## src/rtl/input_debouncer_pkg.sv

```systemverilog
// Shared definitions for the input debouncer: FSM state encoding and default
// sizing constants.
package debounce_pkg;

  typedef enum logic [1:0] {
    STABLE_LOW  = 2'd0,
    WAIT_HIGH   = 2'd1,
    STABLE_HIGH = 2'd2,
    WAIT_LOW    = 2'd3
  } state_t;

  localparam int DEFAULT_STABLE_COUNT = 50000;
  localparam int DEFAULT_COUNT_WIDTH  = 16;

endpackage

```

## src/rtl/input_debouncer_if.sv

```systemverilog
// Signal bundle for the debouncer: raw level in, filtered level and edge pulses
// out, plus the FSM state for observation.
interface input_debouncer_if;
  import debounce_pkg::*;

  // No handshake: d_in is a free-running level, asynchronous to the clock;
  // q/rise/fall are registered and valid every cycle.
  logic   d_in;
  logic   q;
  logic   rise;
  logic   fall;
  state_t dbg_state;

  modport master (output d_in, input q, rise, fall, dbg_state);
  modport slave  (input d_in, output q, rise, fall, dbg_state);

endinterface

```

## src/rtl/input_debouncer_sync_chain.sv

```systemverilog
// Multi-flop synchroniser with asynchronous active-high clear; used wherever an
// asynchronous level enters the clock domain.
module sync_chain #(
  parameter int SYNC_STAGES = 2
) (
  input  logic clock,
  input  logic reset,
  input  logic d,
  output logic q
);

  if (SYNC_STAGES < 2) begin : g_bad_stages
    $error("sync_chain: SYNC_STAGES must be 2 or more");
  end

  logic [SYNC_STAGES-1:0] r_stages;

  always_ff @(posedge clock or posedge reset) begin
    if (reset) begin
      r_stages <= '0;
    end else begin
      r_stages <= {r_stages[SYNC_STAGES-2:0], d};
    end
  end

  assign q = r_stages[SYNC_STAGES-1];

endmodule

```

## src/rtl/input_debouncer.sv

```systemverilog
// Debounces an asynchronous input: synchronise, then change q only after
// STABLE_COUNT consecutive differing cycles. Edge pulses need INPUT_DEBOUNCER_EDGE_PULSE_EN.
module input_debouncer
  import debounce_pkg::*;
#(
  parameter int SYNC_STAGES  = 2,
  parameter int COUNT_WIDTH  = DEFAULT_COUNT_WIDTH,
  parameter int STABLE_COUNT = DEFAULT_STABLE_COUNT
) (
  input  logic               clock,
  input  logic               reset,
  input_debouncer_if.slave   bus
);

  if (STABLE_COUNT < 1 ||
      longint'(STABLE_COUNT) > ((longint'(1) << COUNT_WIDTH) - 1)) begin : g_bad_count
    $error("input_debouncer: STABLE_COUNT out of range for COUNT_WIDTH");
  end

  // The counter holds how many differing cycles have been seen so far; the
  // cycle that would make it STABLE_COUNT is the one that flips q.
  localparam logic [COUNT_WIDTH-1:0] LP_LAST = COUNT_WIDTH'(STABLE_COUNT - 1);
  localparam logic [COUNT_WIDTH-1:0] LP_ONE  = COUNT_WIDTH'(1);

  logic                   w_sync;
  state_t                 r_state, w_state_next;
  logic [COUNT_WIDTH-1:0] r_count, w_count_next;
  logic                   r_q, w_q_next;

  sync_chain #(.SYNC_STAGES(SYNC_STAGES)) u_sync (
    .clock (clock),
    .reset (reset),
    .d     (bus.d_in),
    .q     (w_sync)
  );

  always_ff @(posedge clock or posedge reset) begin
    if (reset) begin
      r_state <= STABLE_LOW;
      r_count <= '0;
      r_q     <= 1'b0;
    end else begin
      r_state <= w_state_next;
      r_count <= w_count_next;
      r_q     <= w_q_next;
    end
  end

  always_comb begin
    w_state_next = r_state;
    w_count_next = r_count;
    w_q_next     = r_q;
    case (r_state)
      STABLE_LOW: begin
        if (w_sync) begin
          if (STABLE_COUNT == 1) begin
            w_state_next = STABLE_HIGH;
            w_q_next     = 1'b1;
            w_count_next = '0;
          end else begin
            w_state_next = WAIT_HIGH;
            w_count_next = LP_ONE;
          end
        end
      end
      WAIT_HIGH: begin
        if (!w_sync) begin
          w_state_next = STABLE_LOW;
          w_count_next = '0;
        end else if (r_count == LP_LAST) begin
          w_state_next = STABLE_HIGH;
          w_q_next     = 1'b1;
          w_count_next = '0;
        end else begin
          w_count_next = r_count + LP_ONE;
        end
      end
      STABLE_HIGH: begin
        if (!w_sync) begin
          if (STABLE_COUNT == 1) begin
            w_state_next = STABLE_LOW;
            w_q_next     = 1'b0;
            w_count_next = '0;
          end else begin
            w_state_next = WAIT_LOW;
            w_count_next = LP_ONE;
          end
        end
      end
      WAIT_LOW: begin
        if (w_sync) begin
          w_state_next = STABLE_HIGH;
          w_count_next = '0;
        end else if (r_count == LP_LAST) begin
          w_state_next = STABLE_LOW;
          w_q_next     = 1'b0;
          w_count_next = '0;
        end else begin
          w_count_next = r_count + LP_ONE;
        end
      end
      default: begin
        w_state_next = STABLE_LOW;
        w_q_next     = 1'b0;
        w_count_next = '0;
      end
    endcase
  end

  assign bus.q         = r_q;
  assign bus.dbg_state = r_state;

`ifdef INPUT_DEBOUNCER_EDGE_PULSE_EN
  // Pulses are registered alongside q so they line up with its change.
  logic r_rise, r_fall;

  always_ff @(posedge clock or posedge reset) begin
    if (reset) begin
      r_rise <= 1'b0;
      r_fall <= 1'b0;
    end else begin
      r_rise <= w_q_next & ~r_q;
      r_fall <= ~w_q_next & r_q;
    end
  end

  assign bus.rise = r_rise;
  assign bus.fall = r_fall;
`else
  assign bus.rise = 1'b0;
  assign bus.fall = 1'b0;
`endif

endmodule

```

## src/flat_wrapper.sv

```systemverilog
// flat-port wrapper written by rule: the top's interface ports become plain ports
module input_debouncer_flat import debounce_pkg::*;
#(
  parameter int SYNC_STAGES  = 2,
  parameter int COUNT_WIDTH  = DEFAULT_COUNT_WIDTH,
  parameter int STABLE_COUNT = DEFAULT_STABLE_COUNT
)
  (clock, reset, bus_d_in, bus_q, bus_rise, bus_fall, bus_dbg_state);
  input_debouncer_if bus_i ();
  input  logic clock;
  input  logic reset;
  input wire logic [$bits(bus_i.d_in)-1:0] bus_d_in;
  output wire logic [$bits(bus_i.q)-1:0] bus_q;
  output wire logic [$bits(bus_i.rise)-1:0] bus_rise;
  output wire logic [$bits(bus_i.fall)-1:0] bus_fall;
  output wire logic [$bits(bus_i.dbg_state)-1:0] bus_dbg_state;
  assign bus_i.d_in = bus_d_in;
  assign bus_q = bus_i.q;
  assign bus_rise = bus_i.rise;
  assign bus_fall = bus_i.fall;
  assign bus_dbg_state = bus_i.dbg_state;
  input_debouncer #(.SYNC_STAGES(SYNC_STAGES), .COUNT_WIDTH(COUNT_WIDTH), .STABLE_COUNT(STABLE_COUNT)) u_core (.clock(clock), .reset(reset), .bus(bus_i));
endmodule
```

## config.mk

```make
export PLATFORM = sky130hd
export DESIGN_NAME = input_debouncer_flat
export DESIGN_NICKNAME = d
export VERILOG_FILES = /design/src/rtl/input_debouncer_pkg.sv /design/src/rtl/input_debouncer_if.sv /design/src/rtl/input_debouncer_sync_chain.sv /design/src/rtl/input_debouncer.sv /design/src/flat_wrapper.sv
export SDC_FILE = /design/constraint.sdc
export NUM_CORES = 1
export LEC_CHECK = 0
export ABC_AREA = 1
export BUFFER_PORTS_ARGS = -buffer_cell sky130_fd_sc_hd__buf_4
export CORE_MARGIN = 5
export CORE_UTILIZATION = 35
export CTS_BUF_LIST = sky130_fd_sc_hd__clkbuf_8 sky130_fd_sc_hd__clkbuf_16
export CTS_CLUSTER_SIZE = 16
export DETAILED_ROUTE_END_ITERATION = 8
export SYNTH_ARGS = -nofsm -noshare
export SYNTH_HDL_FRONTEND = slang
export SYNTH_SLANG_ARGS = --single-unit
```

## constraint.sdc

```tcl
create_clock -name clock -period 1.8 [get_ports clock]
set_clock_uncertainty 0.2 [all_clocks]
set_input_delay 0.27 -clock clock [delete_from_list [all_inputs] [get_ports clock]]
set_output_delay 0.27 -clock clock [all_outputs]
set_load 0.01 [all_outputs]
```

==> results of run 1 <==
-- through the flow --
| step | utilization (%) | hold slack (ns) | std cells |
|---|---|---|---|
| floorplan | - | 0.04653 | 164 |
| detailed placement | 39.83 | 0.1302 | 215 |
| finish | 42.82 | 0.1585 | 224 |
| global route | 42.82 | 0.1772 | 224 |
| CTS | 41.86 | 0.1599 | 221 |
| global placement | 39.83 | 0.1252 | 215 |
-- final timing paths --
kind,cells after the start,slack [ns],start,endpoint
worst max-delay path,8,0.14,u_core.r_count[1],u_core.r_count[12]
worst min-delay path,0,0.16,u_core.u_sync.r_stages[0],u_core.u_sync.r_stages[1]
min in group asynchronous,4,0.38,reset,async pin
max in group asynchronous,4,0.80,reset,u_core.r_count[9]
worst max register to register,8,0.14,u_core.r_count[1],u_core.r_count[12]
worst min register to register,0,0.16,u_core.u_sync.r_stages[0],u_core.u_sync.r_stages[1]
-- area by class of cell --
type | count | area [µm²]
Timing Repair Buffer | 13 | 102.6
Inverter | 21 | 86.33
Tap cell | 46 | 57.56
Fill cell | 339 | 1938
Clock inverter | 1 | 7.507
Clock buffer | 3 | 41.29
Multi-Input combinational cell | 119 | 630.6
Sequential cell | 21 | 525.5
-- kinds of logic after synthesis --
logic type	synth area share [%]
compound gates	7.900
xor+xnor	1.400
fa+ha+maj	0.9998
buf+inv	8.699
flops	42.00
mux	0.8000
other cells	0.2997
simple gates	37.90
-- cell usage after synthesis --
library cell / n / area, µm²
inv_8: 1 / 11.26
nand3b_1: 1 / 7.510
dfrtp_1: 21 / 525.5
nor2_2: 1 / 6.260
nand2_1: 45 / 168.9
a21oi_1: 5 / 25.02
nand2_4: 1 / 11.26
nand2_2: 5 / 31.28
o21ai_1: 7 / 35.03
clkinv_1: 1 / 3.750
buf_4: 3 / 22.52
o211ai_1: 1 / 7.510
xor2_1: 1 / 8.760
mux2i_1: 1 / 10.01
nor3_1: 2 / 10.01
xnor2_1: 1 / 8.760
ha_1: 1 / 12.51
nand3_1: 15 / 75.07
o21ai_0: 5 / 25.02
inv_1: 18 / 67.56
o22ai_1: 1 / 6.260
nor2_4: 3 / 33.78
nor2_1: 15 / 56.30
or2_1: 1 / 6.260
conb_1: 1 / 3.750
nand3_4: 2 / 35.03
nand4_1: 2 / 12.51
nor2_8: 1 / 20.02
inv_2: 1 / 3.750
-- timing repair --
| item | CTS | global route |
|---|---|---|
| endpoints found under the hold margin | 22 | 0 |
| buffers inserted | 0 | 3 |
| endpoints found under the setup margin | 0 | 16 |
| hold buffers | 2 | 0 |
| gates resized for setup | 0 | 3 |
-- per-layer routing --
metal / global-route usage [%] / vias up / part of all wire [%]
met5: 0 / - / 0
met4: 5.745 / 0 / 1.9
met3: 2.319 / 5 / 3.1
met2: 18.36 / 17 / 46
met1: 16.59 / 485 / 49
li1: - / 549 / -
-- power breakdown --
group / internal (µW) / total (µW) / switching, µW
logic: 180 / 484 / 304
registers: 521 / 575 / 54.2
clock network: 157 / 335 / 178
-- registers in the layout, summed over array words and instances (netlist names), named ones only --
register	count
u_core.r_count	16
u_core.u_sync.r_stages	2
u_core.bus.dbg_state	1
u_core.bus.q	1
==> key figures, run 1 <==
STA
  – Final setup viols: 0
  – RSZ-0062 raised after global routing: no
  – Final Cycle Share: 92.03%
  – Max-slew violations: 0
  – Setup TNS: 0 ns
  – Fin. Hold Viols: 0
  – Final worst setup slack: 0.1434 ns
  – Period minus WS final: 1.657 ns
  – Fmax: between 600 and 700 MHz

Floorplan
  – Die H: 69.79 µm
  – Die X: 69.79 µm
  – Die ar.: 4871 µm²
  – IO Pins: 8
  – Starting Density: 36.91%
  – Core area: approximately 3400 µm²
  – Cell Rows: 21

Final layout
  – Antenna fix cells: 0
  – Most frequent cells in the layout: nand2_1 (45), dfrtp_1 (21), inv_1 (18), nor2_1 (14), nand3_1 (14)
  – Final #Nets: 183
  – Design Area, Final: 1451 µm²
  – Area grow syn2layout: 16.00%
  – Commonest non-fill, non-tap cell in the layout: nand2_1
  – Layout cells sized above 1: 18.54%

Critical path
  – CP delay by family, top: simple AND/OR/NAND/NOR gates
  – Worst Path Required: 1.76 ns
  – Crit path top cell by count: nand3_1
  – Arr. time, crit path: 1.61 ns
  – Crit path max-delay cell type: dfrtp_1
  – CP Launch Type: flip-flop
  – Worst-path fanout max: 5
  – Max incr delay on CP: around 0.4 ns
  – Buffer and inverter count on the worst path: 1
  – CP Class: reg -> reg
  – CP Capture Type: flip-flop
  – Cell Chain, Critical Path: ha_2 > inv_1 > nor2_4 > nand3_4 > nor2_8 > nand3_1 > nand3_1 > o21ai_1

GRT
  – GRT Util Overall: 12.16%
  – Initial antenna violation count: 0
  – First-pass GRT wire length: 4767 µm
  – Vias in the first global route: 1,047
  – Overflow after GRT: 0
  – Largest net degree at the start of global routing: 22

Yosys
  – Avg Inst Size Synth: 7.676 µm²
  – Netlist cell types: 29
  – Ys Warns: 0
  – Post-synthesis sequential area ratio: 42.00%
  – Mapped Area: 1251 µm²
  – #FFs+latches synth: 21
  – Cell count after synthesis: 163

Placement
  – Final Wtd Congestion: 0.8542
  – Number of port buffers: 5
  – Place WS: 0.06453 ns
  – DP Wirelength: between 1500 and 2000 µm
  – Placed cell areas: 1350 µm²

Pwr
  – Leak: 0.0006791 µW
  – P per Cell Area: 960.9 nW/µm²
  – Power Total: 1395 µW
  – VDD IR max: 0.5803 mV

Detailed routing
  – Detailed-router iteration count before antenna repair: 4
  – Vias: roughly 1,100
  – Starting DRT DRC Count: 56
  – Routed wire length: approximately 2700 µm
  – Routed WL per cell: ~12 µm
  – Final ANT Viol Nets: 0
  – Residual DRC count: 0
  – Vias/cell: 4.714

Clock network
  – Clock transition at path regs: 0.09 ns
  – CTS Buf Count: 3
  – Max Buffers Root-to-Sink: 2
  – CTS tree: yes
  – Root Driver: clkbuf_8
  – Clk Latency, worst-skew pair: 0.27 ns
  – CTS H-tree depth: 1
  – Sink Count: 21

Run
  – Max cap viols: 0

Min path
  – Hold WC Path Type: reg -> reg

Run status
  – Status: completed
No activity file was read; power rests on OpenSTA's default activity.
==> inputs of run 2 (changes only) <==
Settings changed: SYNTH_HIERARCHICAL set to 1.
==> key figures, run 2 <==
Yosys
  – Synth top area share: 39.96% (-2.0 points)
  – Adder-Cell Fraction of Synth Area: 0.9515% (-0.049 points)
  – Synth Area in Simple Gates: 40.53% (+2.6 points)
  – Post-synthesis sequential area ratio: 39.96% (-2.0 points)
  – Largest family of logic cells by synthesized area: simple AND/OR/NAND/NOR gates
  – Mapped Area: 1315 µm² (+5.1%)
  – Synth cell count leaders: nand2_1 (57), nor2_1 (22), dfrtp_1 (21), inv_1 (21), nand3_1 (12)
  – Main flop type after synthesis: dfrtp_1
  – Ys async rst share: 100.0% (unchanged)
  – Post-Synth XOR/XNOR Area: 3.330% (+1.9 points)
  – Post-synthesis mux area share: 0% (-0.80 points)
  – Avg Inst Size Synth: 7.225 µm² (-5.9%)
  – Ys Warns: 6 (+6)
  – Synth Area in Compound Gates: 6.375% (-1.5 points)
  – Top cells by area, synth: dfrtp_1 (40%), nand2_1 (16%), nor2_1 (6.3%)
  – Cell count after synthesis: 182 (+12%)
  – #FFs+latches synth: 21 (unchanged)
  – Most frequent cell after synthesis: nand2_1
  – Area leader, netlist: dfrtp_1
  – Number of synthesized flops with an enable pin: 0 (unchanged)
  – Netlist cell types: 25 (-14%)

Detailed routing
  – Routed wire length: 2741 µm (+0.74%)
  – Detailed-router iteration count before antenna repair: 4 (unchanged)
  – Routed WL per cell: 11.33 µm (-6.8%)
  – Vias/cell: 4.517 (-4.2%)
  – Vias: 1,093 (+3.5%)
  – Starting DRT DRC Count: 75 (+34%)
  – Residual DRC count: 0 (unchanged)
  – Final ANT Viol Nets: 0 (unchanged)

Final layout
  – Design Area, Final: 1481 µm² (+2.1%)
  – Area grow syn2layout: 12.65%
  – Max FFs per register: 16 (unchanged)
  – Biggest register: u_core/r_count
  – Final #Nets: 199 (+8.7%)
  – Antenna fix cells: 0 (unchanged)
  – Layout cells sized above 1: 17.01% (-1.5 points)
  – Layout filler cell count: 384 (+13%)
  – Most frequent cells in the layout: nand2_1 (57), inv_1 (22), nor2_1 (22), dfrtp_1 (21), nand3_1 (12)
  – Commonest non-fill, non-tap cell in the layout: nand2_1
  – Largest regs: u_core/r_count x16, u_core/u_sync/r_stages x2

Run
  – Max cap viols: 0 (unchanged)

Floorplan
  – IO Pins: 8 (unchanged)
  – Die H: 71.30 µm (+2.2%)
  – Die X: 71.30 µm (+2.2%)
  – Cell Rows: 22 (+4.8%)
  – Die ar.: 5083 µm² (+4.4%)
  – Core area: 3661 µm² (+8.0%)
  – Starting Density: 35.92% (-0.99 points)

GRT
  – Vias in the first global route: 1,066 (+1.8%)
  – Largest net degree at the start of global routing: 20 (-9.1%)
  – Initial antenna violation count: 0 (unchanged)
  – GRT Util Overall: 11.41% (-0.75 points)
  – Overflow after GRT: 0 (unchanged)
  – First-pass GRT wire length: 4719 µm (-1.0%)

Critical path
  – CP Class: reg -> reg
  – Worst r2r path cells: 8 (unchanged)
  – CP Capture Type: flip-flop
  – Arr. time, crit path: 1.59 ns (-0.02 ns)
  – Worst-path fanout max: 10 (+5)
  – CP Launch Type: flip-flop
  – Worst Path Required: 1.75 ns (about the same)

STA
  – Fmax: 611.6 MHz (+1.3%)
  – Max-slew violations: 0 (unchanged)
  – Final setup viols: 0 (unchanged)
  – RSZ-0062 raised after global routing: no
  – Final worst setup slack: 0.1650 ns (+0.02159 ns)
  – Period minus WS final: 1.635 ns (-0.02159 ns)
  – Fin. Hold Viols: 0 (unchanged)
  – Final Cycle Share: 90.83% (-1.2 points)
  – Setup TNS: 0 ns (unchanged)
  – Min Hold Slack: 0.1535 ns (-0.004968 ns)

Placement
  – Place WS: 0.1481 ns (+0.08354 ns)
  – Placed cell areas: 1416 µm² (+4.9%)
  – DP Wirelength: 2090 µm (+7.2%)
  – Final Wtd Congestion: 0.8930 (+4.5%)
  – Number of port buffers: 5 (unchanged)

Min path
  – Worst hold path depth: 0 (unchanged)
  – Hold WC Path Type: reg -> reg

Clock network
  – CTS Buf Count: 3 (unchanged)
  – Hold_buf cts: 2 (unchanged)
  – Max Buffers Root-to-Sink: 2 (unchanged)
  – Post-CTS setup buffers: 0 (unchanged)
  – Clk Latency, worst-skew pair: 0.26 ns (about the same)
  – Clock transition at path regs: 0.08 ns (about the same)
  – Sink Count: 21 (unchanged)
  – Root Driver: clkbuf_8
  – CTS tree: yes
  – Post-CTS Resized: 0 (unchanged)
  – CTS H-tree depth: 1 (unchanged)

Run status
  – Status: completed

Pwr
  – Leak: 0.0006668 µW (-1.8%)
  – Power Total: 1319 µW (-5.4%)
  – P per Cell Area: 890.1 nW/µm² (-7.4%)
  – VDD IR max: 0.5856 mV (+0.92%)
[run 2: power breakdown]
part / leakage (µW) / internal, µW / switching (µW)
Combinational: 0.000357 / 162 / 278
Clock: 0.0000269 / 152 / 147
Sequential: 0.000283 / 522 / 58.9
[run 2: metal layers]
| metal | up-vias | share of wire (%) | track usage, % |
|---|---|---|---|
| met5 | - | 0 | 0 |
| met4 | 0 | 1.0 | 1.879 |
| met3 | 4 | 2.4 | 2.945 |
| met2 | 15 | 47 | 18.57 |
| met1 | 487 | 50 | 15.52 |
| li1 | 587 | - | - |
[run 2: final timing paths]
kind                                                start                        end  slack (ns)
worst max-delay path                    u_core/r_count[1]          u_core/r_count[7]        0.16
worst min-delay path            u_core/u_sync/r_stages[0]  u_core/u_sync/r_stages[1]        0.15
worst max register to register          u_core/r_count[1]          u_core/r_count[7]        0.16
worst min register to register  u_core/u_sync/r_stages[0]  u_core/u_sync/r_stages[1]        0.15
max in group asynchronous                           reset          u_core/r_count[5]        0.79
min in group asynchronous                           reset  u_core/u_sync/r_stages[0]        0.23
[run 2: area by class of cell]
cell class	count	area [µm²]	area share (%)
Sequential cell	21	525.5	35.47
Timing Repair Buffer	10	80.08	5.405
Clock buffer	3	41.29	2.787
Multi-Input combinational cell	135	680.7	45.95
Clock inverter	1	3.754	0.2534
Tap cell	48	60.06	4.054
Inverter	24	90.09	6.081
[run 2: logic make-up after synthesis]
kind of cell | Yosys count
xor gates and xnor gates | 5
DFF | 21
adders and majority gates | 1
buffers and inverters | 27
AOI/OAI and AO/OA | 14
and+or+nand+nor | 113
other | 1
[run 2: critical path: stages (launching register included)]
cell and delay (ns):
dfrtp_1 0.40, ha_1 0.24, nand3_1 0.13, nor2_2 0.14
nand2_2 0.08, nand2_4 0.13, nor2_1 0.06, nand2_1 0.08
nand2_1 0.06
[run 2: metrics by stage]
stage / utilization (%) / std cells
2_1_floorplan: - / 183
3_3_place_gp: 38.69 / 236
3_5_place_dp: 38.69 / 236
4_1_cts: 40.46 / 242
5_1_grt: 40.46 / 242
6_report: 40.46 / 242
